### src/rtl/cacheline_bmem_arbiter.sv
// Arbitrates icache/dcache line requests onto one burst memory port, splitting
// each line into NUM_BEATS beats and reassembling read beats into a full line.
module cacheline_bmem_arbiter #(
  parameter int unsigned LINE_W    = 256,
  parameter int unsigned BEAT_W    = 64,
  parameter int unsigned NUM_BEATS = LINE_W / BEAT_W
) (
  input  logic              clk,
  input  logic              rst,
  input  logic [31:0]       imem_addr,
  input  logic              imem_read,
  output logic [LINE_W-1:0] imem_rdata,
  output logic              imem_resp,
  input  logic [31:0]       dmem_addr,
  input  logic              dmem_read,
  input  logic              dmem_write,
  input  logic [LINE_W-1:0] dmem_wdata,
  output logic [LINE_W-1:0] dmem_rdata,
  output logic              dmem_resp,
  output logic [31:0]       bmem_address,
  output logic              bmem_read,
  output logic              bmem_write,
  input  logic [BEAT_W-1:0] bmem_rdata,
  output logic [BEAT_W-1:0] bmem_wdata,
  input  logic              bmem_resp
);

  localparam int unsigned CNT_W = (NUM_BEATS > 1) ? $clog2(NUM_BEATS) : 1;

  typedef enum logic [2:0] {IDLE, RD_I, RD_D, WR_D, RESP} state_t;

  state_t            state;
  logic [CNT_W-1:0]  beat;
  logic              last_grant_d;
  logic [LINE_W-1:0] wline;
  logic [LINE_W-1:0] rbuf;
  logic [LINE_W-1:0] rline_next;
  logic              last_beat;
  logic              d_pending;
  logic              grant_d;
  logic              grant_i;
  logic [31:0]       grant_addr;

  // Round-robin on a tie: dcache wins unless it was the last one granted.
  assign d_pending  = dmem_read | dmem_write;
  assign grant_d    = d_pending & (~imem_read | ~last_grant_d);
  assign grant_i    = imem_read & ~grant_d;
  assign grant_addr = grant_d ? dmem_addr : imem_addr;
  assign last_beat  = (beat == CNT_W'(NUM_BEATS - 1));

  always_comb begin
    rline_next = rbuf;
    rline_next[beat*BEAT_W +: BEAT_W] = bmem_rdata;
  end

  assign bmem_read  = (state == RD_I) || (state == RD_D);
  assign bmem_write = (state == WR_D);
  assign bmem_wdata = bmem_write ? wline[beat*BEAT_W +: BEAT_W] : '0;

  always_ff @(posedge clk) begin
    if (rst) begin
      state        <= IDLE;
      beat         <= '0;
      last_grant_d <= 1'b0;
      bmem_address <= '0;
      wline        <= '0;
      rbuf         <= '0;
      imem_rdata   <= '0;
      dmem_rdata   <= '0;
      imem_resp    <= 1'b0;
      dmem_resp    <= 1'b0;
    end else begin
      imem_resp <= 1'b0;
      dmem_resp <= 1'b0;
      unique case (state)
        IDLE: begin
          if (grant_i || grant_d) begin
            bmem_address <= grant_addr & ~32'h1F;
            beat         <= '0;
            last_grant_d <= grant_d;
          end
          if (grant_d) begin
            if (dmem_write) begin
              wline <= dmem_wdata;
              state <= WR_D;
            end else begin
              state <= RD_D;
            end
          end else if (grant_i) begin
            state <= RD_I;
          end
        end
        RD_I, RD_D: begin
          if (bmem_resp) begin
            rbuf <= rline_next;
            beat <= beat + 1'b1;
            if (last_beat) begin
              state <= RESP;
              if (state == RD_I) begin
                imem_rdata <= rline_next;
                imem_resp  <= 1'b1;
              end else begin
                dmem_rdata <= rline_next;
                dmem_resp  <= 1'b1;
              end
            end
          end
        end
        WR_D: begin
          if (bmem_resp) begin
            beat <= beat + 1'b1;
            if (last_beat) begin
              state     <= RESP;
              dmem_resp <= 1'b1;
            end
          end
        end
        RESP:    state <= IDLE;
        default: state <= IDLE;
      endcase
    end
  end

endmodule

### config.mk
export PLATFORM = sky130hd
export DESIGN_NAME = cacheline_bmem_arbiter
export DESIGN_NICKNAME = d
export VERILOG_FILES = /design/src/rtl/cacheline_bmem_arbiter.sv
export SDC_FILE = /design/constraint.sdc
export NUM_CORES = 2
export LEC_CHECK = 0
export CAP_MARGIN = 20
export CORE_AREA = 2 2 396 398
export DETAILED_ROUTE_END_ITERATION = 6
export DIE_AREA = 0 0 398 400
export MAX_ROUTING_LAYER = met4
export PLACE_DENSITY = 0.57
export SYNTH_ARGS = -nofsm -noshare
export SYNTH_HDL_FRONTEND = slang
export SYNTH_SLANG_ARGS = --single-unit
export TNS_END_PERCENT = 30
### constraint.sdc
create_clock -name clk -period 6.9 [get_ports clk]
set_clock_uncertainty 0.15 [all_clocks]
set_input_delay 2.07 -clock clk [delete_from_list [all_inputs] [get_ports clk]]
set_output_delay 2.07 -clock clk [all_outputs]
set_load 0.01 [all_outputs]
Word level (Yosys, flattened, before mapping)
Index checks and enable logic that the tools add are counted.
{"block": "totals", "ff_bits": 1059, "latch_bits": 0, "ram_bits": 0, "romBits": 0, "input_bits": 390, "output_inout_bits": 612, "word_cells": 67, "mem_count": 0}
{"block": "op_classes", "addsub": 2, "multipliers": 0, "div_mod_pow": 0, "order_cmp": 0, "n_eq_ne": 8, "n_shift": 3, "mux": 19, "bitwise": 11, "reduce_logical": 14}
{"cell": "bitwise mux 256 bit", "n": 1}
{"cell": "variable shift 64 x 34 -> 256 bit, first input constant", "n": 1}
{"cell": "indexed part select 256 x 9 -> 64 bit", "n": 1}
{"cell": "indexed part select 64 x 34 -> 256 bit", "n": 1}
{"cell": "two-way mux 64 bit", "n": 1}
{"cell": "negator 8 -> 34 bit", "n": 1}
{"cell": "two-way mux 32 bit", "n": 1}
{"cell": "two-way mux 3 bit", "n": 4}
{"cell": "AND reduction 3 bit", "n": 3}
{"cell": "AND reduction 4 bit", "n": 2}
{"cell": "two-way mux 1 bit", "n": 7}
{"cell": "inverter 1 bit", "n": 7}
{"cell": "equality test 3 x 2 -> 1 bit, second input constant", "n": 2}
{"cell": "one-hot mux 3 bit (2 select lines)", "n": 1}
{"cell": "two-way mux 2 bit", "n": 2}
{"cell": "inequality test 2 x 1 -> 1 bit, second input constant", "n": 2}
{"cell": "one-hot mux 2 bit (2 select lines)", "n": 1}
{"cell": "AND reduction 2 bit", "n": 2}
{"cell": "OR reduction 4 bit", "n": 1}
{"cell": "equality test 3 x 1 -> 1 bit, second input constant", "n": 1}
{"cell": "logical NOT 3 bit", "n": 1}
{"cell": "inequality test 3 bit, second input constant", "n": 1}
{"cell": "OR reduction 3 bit", "n": 1}
{"cell": "adder 2 x 1 -> 2 bit, second input constant", "n": 1}
{"cell": "8 further kinds", "n": 11}

Depth between registers and ports, before layout
{"block": "depth", "depth_word": 8, "mapped_depth": 11, "mapped_depth_nobuf": 5}

Worst setup path after synthesis
No wires, ideal clock.
{"block": "synth_path", "kind": "reg2out", "startpoint": "reg beat[0]", "endpoint": "out bmem_wdata[34]", "arrival_time_ns": 1.681, "required_time_ns": 4.680, "slack_ns": 2.999, "stages_incl_launch_ff": 6, "n_path_buf": 3, "path_cell_list": "dfxtp_1 > buf_2 > buf_4 > buf_2 > mux4_2 > and3_1"}
{"block": "synth_between", "elab_chain_len": 2}
{"element": "start: declaration", "line": "33", "rtl": "logic [CNT_W-1:0] beat;"}
{"element": "start signal: assignment", "line": "96", "rtl": "beat <= beat + 1'b1;"}
{"element": "start signal: assignment", "line": "111", "rtl": "beat <= beat + 1'b1;"}
{"element": "indexed part select 256 x 9 -> 64 bit", "line": "58", "rtl": "assign bmem_wdata = bmem_write ? wline[beat*BEAT_W +: BEAT_W] : '0;"}
{"element": "two-way mux 64 bit", "line": "58"}
{"element": "end: declaration", "line": "24", "rtl": "output logic [BEAT_W-1:0] bmem_wdata,"}
No other way between the ends.

Worst setup path in the final report
{"block": "layout_path", "startpoint": "reg beat[0]", "endpoint": "out bmem_wdata[33]"}
The elaborated chain is that of the path after synthesis.

==> results by group <==
Status
  • Status: finished, final reports clean

Logic synthesis
  • Area leader, netlist: dfxtp_1
  • Ys async rst share: 0
  • Post-Syn Area: 47700 µm²
  • Synth unique cells: between 50 and 60
  • Share of the yosys chip area belonging to registers: 0.445
  • Synth Instances: 4873
  • Synth top area cells: dfxtp_1 44%, a21oi_1 10%, a211oi_1 7.3%
  • EDFF count, synth: 0
  • Synth top area share: 0.445
  • Primary FF master, synth: dfxtp_1
  • Avg Cell Area, Syn: approximately 9.8 µm²
  • Most common cell in the synthesized netlist: dfxtp_1
  • Count of yosys warnings during synthesis: 0
  • #FFs+latches synth: around 1100
  • Synth cell count leaders: 1059 x dfxtp_1, 989 x a21oi_1, 464 x a211oi_1, 350 x clkbuf_1, 257 x nand4_1

Clocking
  • CTS tree: done
  • TritonCTS Buffers: approximately 120
  • Setup Buffers After CTS: 0
  • Maximum buffer depth of the clock tree: 3
  • H-Tree Depth: 3
  • Clock Root Buffer: clkbuf_16
  • Total clock sinks: around 1100
  • Clock latency on the worst-skew pair: roughly 0.75 ns
  • Clk slew on worst S/H paths: ~0.060 ns
  • Hold buffers post-CTS: 0
  • Post-CTS resize count: 0

Floorplan
  • # IOs: 1002
  • Row Count: 145
  • Core Area: 155000 µm²
  • Die H: 400 µm
  • Die Wd: approximately 400 µm
  • Die ar.: about 160000 µm²
  • Starting Density: 0.307

Critical path
  • RR Startpoint: beat[0]$_SDFFE_PP0P_
  • CP endpoint kind: output port
  • Worst EP required: 4.68 ns
  • CP arrival: approximately 3.4 ns
  • Worst r2r path cells: 6
  • CP startpoint kind: flip-flop
  • Crit Path Category: flip-flop to output port
  • FF-to-FF setup slack: 2.16 ns
  • Worst-path fanout max: 35
  • Reg-to-Reg End: rbuf[150]$_SDFFE_PP0P_

STA
  • Final setup vio count: 0
  • Post-route clock period utilization: 0.812
  • Worst-Margin Slew: 1.26 ns
  • Final min period: 5.60 ns
  • Max_slew headroom: 0.161
  • Fmax: 178 MHz
  • Sum Neg Setup Slack: 0 ns
  • Final hold vios: 0
  • Final Slew Violations: 0
  • Unrepaired setup endpoints after global routing: false

Global route
  • Pin count of the biggest net entering global routing: 200
  • Vias in the first global route: 41500
  • Initial antenna violation count: 23
  • First-pass GRT wire length: approximately 290 mm
  • Total grt overflow: 0
  • Tot GR Track Use: 0.252

Layout
  • Final #Nets: 5785
  • FF/Latch Area: 21200 µm²
  • Multi-input logic area: 23000 µm²
  • Share of cells above drive strength 1: 0.156
  • Area Overhead vs Synth: 30.7%
  • Fillers: 15200
  • Fin cells: 7567

Detailed routing
  • DR vias: 44200
  • Met1 wire length: 81.6 mm
  • WL met3: roughly 15 mm
  • First DRT Iteration DRCs: 4226
  • Vias per cell: around 5.8
  • DRC: 0
  • Uppermost layer routed: met4
  • Router iterations before antenna repair: 6
  • Met2 routed wirelength: 101 mm
  • Antenna-violating nets left: 0
  • Final wirelength: 207 mm
  • WL/cell: 27.4 µm

Placement
  • GP Congestion: 0.872
  • Port bufs: 986
  • Placed insts: 7328
  • Detail Placement HPWL: 136 mm

Worst hold path
  • Worst hold path startpoint: wline[89]$_SDFFE_PP0P_
  • Hold Path End: wline[89]$_SDFFE_PP0P_
  • Worst Hold Depth: 2
  • Worst hold path type: flip-flop to flip-flop

Power
  • Lkg Pwr: 19.1 nW
  • Power Dens Cells: between 200 and 300 nW/µm²
  • VDD IR max: between 0.0002 and 0.0003 V

Job
  • Max-Cap Viols: 0
-- worst max path at each step --
| stage | from | to | slack (ns) |
|---|---|---|---|
| finish | beat[0]$_SDFFE_PP0P_ | bmem_wdata[33] | 1.30 |
| global route | beat[0]$_SDFFE_PP0P_ | bmem_wdata[34] | 1.07 |
| CTS | beat[0]$_SDFFE_PP0P_ | bmem_wdata[27] | 1.12 |
| detailed placement | bmem_resp | dmem_rdata[84]$_SDFFE_PP0P_ | 1.61 |
| global placement | bmem_resp | dmem_rdata[194]$_SDFFE_PP0P_ | 1.66 |
| floorplan | beat[0]$_SDFFE_PP0P_ | bmem_wdata[34] | 3.00 |
-- per-stage QoR --
step	cell area, µm²	hold slack (ns)	total power, mW	util	setup WS [ns]
after floorplan	47700	0.295	10.3	-	3.00
after global placement	58100	0.302	11.8	0.375	1.66
after detailed placement	58100	0.308	11.8	0.375	1.61
after CTS	62300	0.316	18.6	0.401	1.12
after global routing	62300	0.331	19.2	0.402	1.07
final	62300	0.316	18.5	0.402	1.30
-- critical path, stage by stage (launching register included) --
cell             delay (ns)
dfxtp_4                0.87
buf_4                  0.44
mux4_2                 0.55
and3_1                 0.23
clkdlybuf4s50_1        0.49
-- power breakdown --
| part | internal [mW] | leakage, nW | total [mW] | switching [mW] |
|---|---|---|---|---|
| Clock | 3.95 | 2.03 | 6.73 | 2.78 |
| Combinational | 1.43 | 8.52 | 4.71 | 3.28 |
| Sequential | 6.68 | 8.59 | 7.03 | 0.351 |
| Total | 12.1 | 19.1 | 18.5 | 6.42 |
-- routing by layer --
metal  global-route usage  vias to the layer above
li1                     -                    20000
met4                0.121                        0
met1                0.298                    22100
met5                    -                        -
met3               0.0518                      330
met2                0.408                     1812
-- cells by family after synthesis --
family,share of synthesized area
compound gates,0.370
flops,0.445
buf+inv,0.0770
simple gates,0.0758
mux,0.0302
fa+ha+maj,0.00131
xor+xnor,0.000525
other cells,0.0000787
-- area by class of cell --
| cell class | count | share of cell area |
|---|---|---|
| Timing Repair Buffer | 1093 | 0.177 |
| Inverter | 71 | 0.00456 |
| Clock inverter | 51 | 0.0116 |
| Tap cell | 2058 | 0.0413 |
| Clock buffer | 165 | 0.0549 |
| Multi-Input combinational cell | 3047 | 0.369 |
| Sequential cell | 1059 | 0.340 |
| Antenna cell | 23 | 0.000924 |
-- flip-flops by register name (all words and copies together), names as in the netlist --
register,count
state,3
bmem_address,27
last_grant_d,1
dmem_resp,1
beat,2
dmem_rdata,256
imem_rdata,256
wline,256
imem_resp,1
rbuf,256
-- cell usage in the layout, fill, tap and decap left out, types with 58 or more instances in the layout --
master           instances
nor2b_1                193
nand4_1                257
inv_1                   66
clkdlybuf4s50_1        984
mux4_2                  64
a31oi_1                192
dfxtp_1               1055
a211oi_2               240
o31ai_1                 58
a211oi_1               464
o311ai_1                59
buf_4                   78
nand2_1                 59
clkbuf_16              119
a21oi_1                989
and3_1                  66
o31ai_2                200
a32oi_1                 64
Power figures use the tool's default switching activity.
